===== src/rtl/alu_rr_scheduler_if.sv =====
// Requester-side bundle for alu_rr_scheduler: packed per-requester requests plus
// the one-hot result pulse returned to whichever requester was served.
//
// Handshake: requester i transfers on a rising edge where req_valid[i] && req_ready[i];
// while req_valid[i]=1 and req_ready[i]=0 the requester holds req_a/req_b/req_op stable.
// rsp_valid is a one-cycle one-hot pulse with no backpressure; rsp_data holds until the next capture.
interface alu_rr_scheduler_if #(
  parameter int NUM_REQ = 4
);
  logic [NUM_REQ-1:0]   req_valid;
  logic [NUM_REQ-1:0]   req_ready;
  logic [4*NUM_REQ-1:0] req_a;
  logic [4*NUM_REQ-1:0] req_b;
  logic [2*NUM_REQ-1:0] req_op;
  logic [NUM_REQ-1:0]   rsp_valid;
  logic signed [4:0]    rsp_data;

  modport master (
    output req_valid, req_a, req_b, req_op,
    input  req_ready, rsp_valid, rsp_data
  );

  modport slave (
    input  req_valid, req_a, req_b, req_op,
    output req_ready, rsp_valid, rsp_data
  );
endinterface


===== src/rtl/alu_rr_scheduler.sv =====
// Round-robin scheduler sharing one registered 4-bit ALU among NUM_REQ requesters.
// One operation in flight at a time: IDLE (arbitrate) -> WAIT (ALU latency) -> RESP (pulse).
module alu_rr_scheduler #(
  parameter int NUM_REQ = 4,
  parameter int ALU_LAT = 1
) (
  input  logic                       clk,
  input  logic                       rst,
  alu_rr_scheduler_if.slave          req_if,
  output logic [3:0]                 alu_a,
  output logic [3:0]                 alu_b,
  output logic [1:0]                 alu_op,
  input  logic signed [4:0]          alu_c,
  output logic                       busy,
  output logic [$clog2(NUM_REQ)-1:0] grant_id,
  output logic [1:0]                 dbg_state
);
  localparam int PW = $clog2(NUM_REQ);

  typedef enum logic [1:0] {
    IDLE = 2'd0,
    WAIT = 2'd1,
    RESP = 2'd2
  } state_t;

  state_t             state, state_nxt;
  logic [PW-1:0]      rr_ptr;
  logic [PW-1:0]      scan_idx;
  logic [PW-1:0]      winner;
  logic               found;
  logic [2:0]         lat_cnt;
  logic [NUM_REQ-1:0] ready_vec;
  logic [NUM_REQ-1:0] rsp_valid_q;
  logic signed [4:0]  rsp_data_q;
  logic [3:0]         win_a, win_b;
  logic [1:0]         win_op;
  logic               accept, capture;

  // Scan from the highest offset down so the lowest offset from rr_ptr wins last.
  always_comb begin
    found    = 1'b0;
    winner   = '0;
    scan_idx = '0;
    for (int k = NUM_REQ - 1; k >= 0; k--) begin
      scan_idx = PW'((int'(rr_ptr) + k) % NUM_REQ);
      if (req_if.req_valid[scan_idx]) begin
        found  = 1'b1;
        winner = scan_idx;
      end
    end
  end

  always_comb begin
    win_a  = '0;
    win_b  = '0;
    win_op = '0;
    for (int i = 0; i < NUM_REQ; i++) begin
      if (PW'(i) == winner) begin
        win_a  = req_if.req_a[4*i +: 4];
        win_b  = req_if.req_b[4*i +: 4];
        win_op = req_if.req_op[2*i +: 2];
      end
    end
  end

  assign accept  = (state == IDLE) && found;
  assign capture = (state == WAIT) && (lat_cnt == 3'd0);

  always_comb begin
    ready_vec = '0;
    if (accept) ready_vec[winner] = 1'b1;
  end

  always_ff @(posedge clk or negedge rst) begin
    if (!rst) state <= IDLE;
    else      state <= state_nxt;
  end

  always_comb begin
    state_nxt = state;
    case (state)
      IDLE:    if (found) state_nxt = WAIT;
      WAIT:    if (lat_cnt == 3'd0) state_nxt = RESP;
      RESP:    state_nxt = IDLE;
      default: state_nxt = IDLE;
    endcase
  end

  always_ff @(posedge clk or negedge rst) begin
    if (!rst) begin
      alu_a       <= '0;
      alu_b       <= '0;
      alu_op      <= '0;
      grant_id    <= '0;
      rr_ptr      <= '0;
      lat_cnt     <= '0;
      rsp_valid_q <= '0;
      rsp_data_q  <= '0;
    end else begin
      rsp_valid_q <= '0;
      if (accept) begin
        alu_a    <= win_a;
        alu_b    <= win_b;
        alu_op   <= win_op;
        grant_id <= winner;
        rr_ptr   <= (winner == PW'(NUM_REQ - 1)) ? '0 : winner + 1'b1;
        lat_cnt  <= 3'(ALU_LAT);
      end
      if ((state == WAIT) && (lat_cnt != 3'd0)) lat_cnt <= lat_cnt - 1'b1;
      // The result is returned bit-for-bit; an unsigned 4-bit sum overflow reads negative.
      if (capture) begin
        rsp_data_q            <= alu_c;
        rsp_valid_q[grant_id] <= 1'b1;
      end
    end
  end

  assign req_if.req_ready = ready_vec;
  assign req_if.rsp_valid = rsp_valid_q;
  assign req_if.rsp_data  = rsp_data_q;
  assign busy             = (state != IDLE);
  assign dbg_state        = state;
endmodule


===== src/flat_wrapper.sv =====
// flat-port wrapper written by rule: the top's interface ports become plain ports
module alu_rr_scheduler_flat 
#(
  parameter int NUM_REQ = 4,
  parameter int ALU_LAT = 1
)
  (clk, rst, alu_a, alu_b, alu_op, alu_c, busy, grant_id, dbg_state, req_if_req_valid, req_if_req_a, req_if_req_b, req_if_req_op, req_if_req_ready, req_if_rsp_valid, req_if_rsp_data);
  alu_rr_scheduler_if #(.NUM_REQ(NUM_REQ)) req_if_i ();
  input  logic clk;
  input  logic rst;
  output logic [3:0] alu_a;
  output logic [3:0] alu_b;
  output logic [1:0] alu_op;
  input  logic signed [4:0] alu_c;
  output logic busy;
  output logic [$clog2(NUM_REQ)-1:0] grant_id;
  output logic [1:0] dbg_state;
  input wire logic [$bits(req_if_i.req_valid)-1:0] req_if_req_valid;
  input wire logic [$bits(req_if_i.req_a)-1:0] req_if_req_a;
  input wire logic [$bits(req_if_i.req_b)-1:0] req_if_req_b;
  input wire logic [$bits(req_if_i.req_op)-1:0] req_if_req_op;
  output wire logic [$bits(req_if_i.req_ready)-1:0] req_if_req_ready;
  output wire logic [$bits(req_if_i.rsp_valid)-1:0] req_if_rsp_valid;
  output wire logic [$bits(req_if_i.rsp_data)-1:0] req_if_rsp_data;
  assign req_if_i.req_valid = req_if_req_valid;
  assign req_if_i.req_a = req_if_req_a;
  assign req_if_i.req_b = req_if_req_b;
  assign req_if_i.req_op = req_if_req_op;
  assign req_if_req_ready = req_if_i.req_ready;
  assign req_if_rsp_valid = req_if_i.rsp_valid;
  assign req_if_rsp_data = req_if_i.rsp_data;
  alu_rr_scheduler #(.NUM_REQ(NUM_REQ), .ALU_LAT(ALU_LAT)) u_core (.clk(clk), .rst(rst), .req_if(req_if_i), .alu_a(alu_a), .alu_b(alu_b), .alu_op(alu_op), .alu_c(alu_c), .busy(busy), .grant_id(grant_id), .dbg_state(dbg_state));
endmodule

===== config.mk =====
export PLATFORM = sky130hd
export DESIGN_NAME = alu_rr_scheduler_flat
export DESIGN_NICKNAME = d
export VERILOG_FILES = /design/src/rtl/alu_rr_scheduler_if.sv /design/src/rtl/alu_rr_scheduler.sv /design/src/flat_wrapper.sv
export SDC_FILE = /design/constraint.sdc
export NUM_CORES = 1
export LEC_CHECK = 0
export CORE_MARGIN = 5
export CORE_UTILIZATION = 43
export CTS_CLUSTER_DIAMETER = 120
export DETAILED_ROUTE_END_ITERATION = 6
export PLACE_DENSITY = 0.92
export REMOVE_ABC_BUFFERS = 1
export SLEW_MARGIN = 15
export SYNTH_ARGS = -nofsm -noshare
export SYNTH_HDL_FRONTEND = slang
export SYNTH_SLANG_ARGS = --single-unit

===== constraint.sdc =====
create_clock -name clk -period 3.6 [get_ports clk]
set_input_delay 0.72 -clock clk [delete_from_list [all_inputs] [get_ports clk]]
set_output_delay 0.72 -clock clk [all_outputs]
set_load 0.1 [all_outputs]

==> flow_metrics.env, run 1 <==
export IMPL_status="complete, no violations"
export IMPL_slew_viol_final=0
export IMPL_grt_overflow_total=0
export IMPL_start_util_pct=45.4
export IMPL_finalSetupTns_ns=0
export IMPL_crit_path_end_kind="output pin"
export IMPL_yosysUniqueCellTypes=34
export IMPL_holdWs_ns=0.523
export IMPL_hold_violations=0
export IMPL_grt_max_degree=29
export IMPL_cp_max_fo=4
export IMPL_synth_adder_area_share_pct=4.84
export IMPL_r2r_start="u_core.rr_ptr[0]$_DFFE_PN0P_"
export IMPL_nFillCells=261
export IMPL_vias=1452
export IMPL_post_cts_setup_buffers=0
export IMPL_grtUsageTotal_pct=17.0
export IMPL_die_h_um=70.0
export IMPL_cap_violations=0
export IMPL_hpwlAfterDp_um=3180
export IMPL_die_w_um=70.0
export IMPL_syn_inst=162
export IMPL_ioPinCount=79
export IMPL_cp_required_ns=2.88
export IMPL_postSynthAreaPerCell_um2=9.57
export IMPL_setup_viol=0
export IMPL_synth_simple_area_share_pct=16.7
export IMPL_rsz0062_at_grt="no"
export IMPL_synth_mux_area_share_pct=4.60
export IMPL_cts_sinks=28
export IMPL_first_global_vias=1433
export IMPL_hp_start="u_core.grant_id[1]$_DFFE_PN0P_"
export IMPL_synth_ff_type="dfrtp_1"
export IMPL_yosysWarnings=0
export IMPL_viasPerCell=5.06
export IMPL_portBuffers=78
export IMPL_clock_latency_ns=0.34
export IMPL_syn2layout_area_growth_pct=59.8
export IMPL_relSlewSlack_pct=33.9
export IMPL_min_period_ns=3.31
export IMPL_drc=0
export IMPL_worstSetupPathType="input pin to output pin"
export IMPL_cts_tree="yes"
export IMPL_synth_xor_area_share_pct=0
export IMPL_hold_class="flop to flop"
export IMPL_fmax_mhz=303
export IMPL_crit_path_start="req_if_req_valid[0]"
export IMPL_yosysSeqAreaShare_pct=45.2
export IMPL_worstMarginPinSlew_ns=0.989
export IMPL_first_pass_iters=4
export IMPL_start_kind="input pin"
export IMPL_min_period_over_period_pct=91.8
export IMPL_clock_skew_final_ns=0.00188
export IMPL_clk_pin_slew_ns=0.15
export IMPL_core_area_mm2=0.00342
export IMPL_cts_buffers_inserted=3
export IMPL_synth_top_area_share_pct=45.2
export IMPL_drive_above_1_share_pct=10.8
export IMPL_htree_levels=1
export IMPL_grt_first_pass_wirelength_um=6760
export IMPL_finalNetCount=299
export IMPL_clockBufferDepth=2
export IMPL_synth_edff_count=0
export IMPL_ant_nets=0
export IMPL_ctsHoldBuffers=0
export IMPL_wire_per_inst_um=13.9
export IMPL_netlist_top_cells_area="dfrtp_1 45%, a211o_1 5.1%, a221oi_1 5.1%"
export IMPL_gp_congestion=0.860
export IMPL_dieArea_mm2=0.00491
export IMPL_syn_area_mm2=0.00155
export IMPL_synth_top_family_by_area="compound AO/OA/AOI/OAI gates"
export IMPL_synth_compound_area_share_pct=21.5
export IMPL_drt_total_wl_um=3990
export IMPL_synth_largest_area_cell="dfrtp_1"
export IMPL_ys_ff_latch=28
export IMPL_arrival_ns=2.59
export IMPL_drtIter0Drc=57
export IMPL_cts_resized=0
export IMPL_cts_root_buf="clkbuf_4"
export IMPL_n_antenna_cell=0
export IMPL_rows=21
export IMPL_antenna_found_initial=0
export IMPL_ys_async_sr_fraction_pct=100
==> worst paths after layout <==
| path | depth (start not counted) | to | slack [ns] |
|---|---|---|---|
| setup / recovery | 8 | req_if_req_ready[0] | 0.29 |
| hold / removal | 1 | u_core.req_if.rsp_valid[1]$_DFF_PN0_ | 0.52 |
| setup reg to reg | 11 | u_core.alu_a[3]$_DFFE_PN0P_ | 1.22 |
| hold reg to reg | 1 | u_core.req_if.rsp_valid[1]$_DFF_PN0_ | 0.52 |
| max in group asynchronous | 2 | u_core.req_if.rsp_data[4]$_DFFE_PN0P_ | 2.61 |
| min in group asynchronous | 2 | u_core.alu_a[1]$_DFFE_PN0P_ | 0.73 |
==> cells in the mapped netlist, types with 2 or more instances <==
master,instances
nor2b_1,5
a211o_1,9
nor2_1,15
a21oi_1,7
mux2_2,5
o21ai_0,4
a221oi_1,9
buf_2,4
inv_1,15
and2_1,4
o21ai_1,2
or2_1,2
nand2_1,13
nor2_2,3
nand2b_1,3
ha_1,6
dfrtp_1,28
a31oi_1,9
clkbuf_1,4
==> worst max-delay path, cell delays in order <==
cell	delay, ns
clkdlybuf4s50_1	0.57
nor2b_1	0.20
nor3_1	0.06
a21oi_1	0.26
or2_1	0.18
ha_1	0.20
and2_1	0.20
buf_12	0.19
==> placed cells by master, fill, tap and decap left out <==
cell,count
mux2_2,5
o21ba_1,1
o22ai_1,1
a211oi_1,1
and3_1,1
a221oi_1,9
clkbuf_4,3
buf_4,8
or2_1,2
a22oi_1,1
nor3_1,1
o21bai_1,1
nor4_4,1
a211o_1,9
nor2_1,15
a31oi_1,9
and3b_1,1
mux2_4,1
buf_12,4
and2_1,4
nor4_1,1
dfrtp_1,28
nor2b_1,5
o22a_1,1
o21ai_0,4
clkdlybuf4s50_1,73
bufinv_16,1
o21ai_1,2
inv_1,15
o31ai_1,1
nor2_2,3
a21oi_1,7
nand2_1,13
nand2b_1,3
ha_1,6
==> metrics by stage <==
stage	cell area, um^2	setup WS [ns]	util (%)	instances
2_1_floorplan	1500	-0.252	-	152
3_3_place_gp	2420	0.421	71.0	283
3_5_place_dp	2420	0.355	71.0	283
4_1_cts	2480	0.291	72.5	287
5_1_grt	2480	0.199	72.5	287
6_report	2480	0.294	72.5	287
==> logic make-up after synthesis <==
logic type / Yosys count
AOI/OAI and AO/OA: 47
DFF: 28
buffers and inverters: 25
muxes: 6
and+or+nand+nor: 50
adders and majority gates: 6
==> state kept, by name (all words and copies together), names as in the netlist, 3 cells and up <==
register / count
u_core.alu_b: 4
u_core.req_if.rsp_valid: 4
u_core.lat_cnt: 3
u_core.alu_a: 4
u_core.req_if.rsp_data: 5
==> routing by layer <==
layer,wire (um),global-route usage [%],part of all wire [%]
met2,2080,30.0,52
met3,227,4.02,5.7
met5,0,0,0
met4,64,4.89,1.6
met1,1620,20.4,41
==> final cells by class <==
cell class,instances,area (um^2),share of cell area [%]
Clock buffer,3,22.5,0.909
Clock inverter,1,30.0,1.21
Inverter,15,56.3,2.27
Multi-Input combinational cell,109,739,29.8
Sequential cell,28,701,28.3
Tap cell,46,57.6,2.32
Timing Repair Buffer,85,871,35.2
Power of run 1 is left out: the tool's default activity adds up to more than one toggle a clock period on the data nets, which glitch-free logic cannot reach.
==> run 2: changes to the inputs <==
--- a/config.mk
+++ b/config.mk
@@ -8,10 +8,12 @@
 export CORE_MARGIN = 5
 export CORE_UTILIZATION = 43
 export CTS_CLUSTER_DIAMETER = 120
+export CTS_CLUSTER_SIZE = 40
 export DETAILED_ROUTE_END_ITERATION = 6
+export HOLD_SLACK_MARGIN = 0.05
 export PLACE_DENSITY = 0.92
 export REMOVE_ABC_BUFFERS = 1
-export SLEW_MARGIN = 15
+export SLEW_MARGIN = 0
 export SYNTH_ARGS = -nofsm -noshare
 export SYNTH_HDL_FRONTEND = slang
 export SYNTH_SLANG_ARGS = --single-unit
==> results of run 2 <==
No change in the layout: final DEF, timing and power equal those of run 1.
Power of run 2 is left out for the same reason.
==> run 3: changes to the inputs <==
--- a/config.mk
+++ b/config.mk
@@ -17,3 +17,4 @@
 export SYNTH_ARGS = -nofsm -noshare
 export SYNTH_HDL_FRONTEND = slang
 export SYNTH_SLANG_ARGS = --single-unit
+export TNS_END_PERCENT = 1
==> results of run 3 <==
No change in the layout: final DEF, timing and power equal those of run 1.
Power of run 3 is left out for the same reason.
==> patch (flow settings as in run 3) <==
`NUM_REQ` is set to 4 in 3 places; all go to 2. Comments in the files are not updated.
--- a/src/rtl/alu_rr_scheduler_if.sv
+++ b/src/rtl/alu_rr_scheduler_if.sv
@@ -5,7 +5,7 @@
 // while req_valid[i]=1 and req_ready[i]=0 the requester holds req_a/req_b/req_op stable.
 // rsp_valid is a one-cycle one-hot pulse with no backpressure; rsp_data holds until the next capture.
 interface alu_rr_scheduler_if #(
-  parameter int NUM_REQ = 4
+  parameter int NUM_REQ = 2
 );
   logic [NUM_REQ-1:0]   req_valid;
   logic [NUM_REQ-1:0]   req_ready;
--- a/src/rtl/alu_rr_scheduler.sv
+++ b/src/rtl/alu_rr_scheduler.sv
@@ -1,7 +1,7 @@
 // Round-robin scheduler sharing one registered 4-bit ALU among NUM_REQ requesters.
 // One operation in flight at a time: IDLE (arbitrate) -> WAIT (ALU latency) -> RESP (pulse).
 module alu_rr_scheduler #(
-  parameter int NUM_REQ = 4,
+  parameter int NUM_REQ = 2,
   parameter int ALU_LAT = 1
 ) (
   input  logic                       clk,
--- a/src/flat_wrapper.sv
+++ b/src/flat_wrapper.sv
@@ -1,7 +1,7 @@
 // flat-port wrapper written by rule: the top's interface ports become plain ports
 module alu_rr_scheduler_flat 
 #(
-  parameter int NUM_REQ = 4,
+  parameter int NUM_REQ = 2,
   parameter int ALU_LAT = 1
 )
   (clk, rst, alu_a, alu_b, alu_op, alu_c, busy, grant_id, dbg_state, req_if_req_valid, req_if_req_a, req_if_req_b, req_if_req_op, req_if_req_ready, req_if_rsp_valid, req_if_rsp_data);
Ports: changed (7 resized); port bits go from 79 to 52. No check against the original RTL was run, so the function may have changed too.
==> patch against run 3 <==
  * Area after synthesis is 29% lower
  * Worst setup slack better by 0.55 ns
  * Final area is 31% lower
  * Via count is 33% lower
  * Wire length fell by 29%
  * Die area down 25%
  * Non-clock buffer count down 33
  * Sequential cell count shrank 4
  * Worst hold slack better by 0.0064 ns
  * Cell count decreased by 35%
  * Maximum frequency increased by 20%
  * Register-to-register slack gained 0.94 ns
Power is left out: the tool's default activity adds up to more than one toggle a clock period on the data nets, which glitch-free logic cannot reach.
==> patch: results <==
metrics = {
    "clocking": {
        "post_cts_resized": 0,
        "clock_transition_at_path_regs_ns": 0.14,
        "clock_path_buffers": 2,
        "postcts_setup_bufs": 0,
        "cts_inserted_buffers": 3,
        "cts_root_buf": "sky130_fd_sc_hd__clkbuf_4",
        "h_tree_levels": 1,
        "clkLatencyLatePin_ns": 0.32,
    },
    "die": {
        "coreArea_um2": 2450,
    },
    "placed_design": {
        "place_area_um2": 1650,
        "numPortBuffers": 51,
        "finalWeightedCongestion": 0.734,
        "detail_placement_hpwl_mm": 2.13,
    },
    "critical_path": {
        "cp_slowest_cell": "sky130_fd_sc_hd__clkdlybuf4s50_1",
        "r2r.worst_path.cells": 5,
        "cp.arrival_ns": 2.04,
        "crit_family": "buffers and inverters",
        "worst-path-max-fanout": 12,
        "regToRegEndpoint": "u_core.req_if.rsp_data[4]",
        "r2r_slack_ns": 2.16,
        "critical_path.reg2reg.startpoint": "u_core.lat_cnt[0]",
        "cp_slowest_stage_delay_ns": 0.44,
    },
    "routing": {
        "dr_total_vias": 969,
        "detail_route.iter0.violations": 33,
        "drt_wl_total_mm": 2.83,
        "drtPass1Iterations": 4,
    },
    "sta": {
        "skew_ns": 0.00510,
        "worst-slew-pin-transition_ns": 1.06,
    },
    "finish": {
        "diodes": 0,
        "largest_register_ff_count": 5,
        "final.fill_count": 176,
        "layout-drive-gt1-share": 0.121,
        "nNetsFinal": 189,
    },
    "global_route": {
        "grtUsageTotal": 0.160,
        "grt_max_degree": 25,
        "grt_pass1_vias": 980,
        "wire_length_of_the_first_global_routing_pass_mm": 4.47,
        "grt_remaining_overflow": 0,
        "antenna_found_initial": 0,
    },
    "synth": {
        "ys_types": 24,
        "yosysWarnings": 0,
        "ys_async_sr_fraction": 1.00,
        "synth-seq-area-share": 0.545,
        "post_synth_main_area_contributors": "sky130_fd_sc_hd__dfrtp_1 54%, sky130_fd_sc_hd__inv_1 8.5%, sky130_fd_sc_hd__o221ai_1 7.9%, sky130_fd_sc_hd__mux2_2 6.1%, sky130_fd_sc_hd__o21ai_0 5.9%",
        "synthTopCellsByCount": "25 x sky130_fd_sc_hd__inv_1, 24 x sky130_fd_sc_hd__dfrtp_1, 13 x sky130_fd_sc_hd__o21ai_0, 10 x sky130_fd_sc_hd__o221ai_1, 6 x sky130_fd_sc_hd__mux2_2",
    },
    "min_path": {
        "worst_hold_path.endpoint": "u_core.req_if.rsp_data[2]",
        "worstHoldStart": "u_core.req_if.rsp_data[2]",
        "timing.hold.worst_path_depth": 1,
        "hold_path.class": "register to register",
    },
    "run_status": {
        "run_status": "finished clean",
    },
}
patch: how the worst max path moves through the flow:
stage	startpoint	to	slack [ns]	cells past startpoint
after floorplan	u_core.dbg_state[1]	req_if_req_ready[1]	0.88	3
after CTS	req_if_req_valid[0]	req_if_req_ready[1]	0.84	5
after detailed placement	req_if_req_valid[0]	req_if_req_ready[1]	0.85	5
after global placement	req_if_req_valid[0]	req_if_req_ready[1]	0.92	5
after global routing	req_if_req_valid[0]	req_if_req_ready[1]	0.75	5
final	req_if_req_valid[0]	req_if_req_ready[1]	0.84	5
patch: kinds of logic (layout without fill, tap and decap cells):
logic type | count (synthesis) | after routing | share of synthesized area
mux | 6 | 6 | 0.0613
fa+ha+maj | 2 | 2 | 0.0227
simple gates | 17 | 17 | 0.0931
buf+inv | 30 | 82 | 0.113
flops | 24 | 24 | 0.545
compound gates | 26 | 26 | 0.165
patch: cell type report:
cell class | instances | share of cell area
clock buffers | 3 | 0.0132
clock inverters | 1 | 0.0177
inverters | 26 | 0.0574
multi-input cells | 51 | 0.221
flip-flops and latches | 24 | 0.353
well taps | 30 | 0.0221
repair buffers | 52 | 0.315
patch: layer usage:
layer / up-vias / part of all wire / track usage
met5: - / 0 / 0
met4: 0 / 0.0095 / 0.0433
met3: 4 / 0.077 / 0.0447
met2: 38 / 0.53 / 0.282
met1: 476 / 0.38 / 0.192
li1: 451 / - / -
patch: metrics by stage:
stage	utilization	hold WS [ns]	instances	worst slack [ns]
finish	0.693	0.530	187	0.843
global route	0.693	0.549	187	0.751
CTS	0.693	0.530	187	0.839
detailed placement	0.671	0.500	183	0.852
global placement	0.671	0.491	183	0.917
floorplan	-	0.424	101	0.880
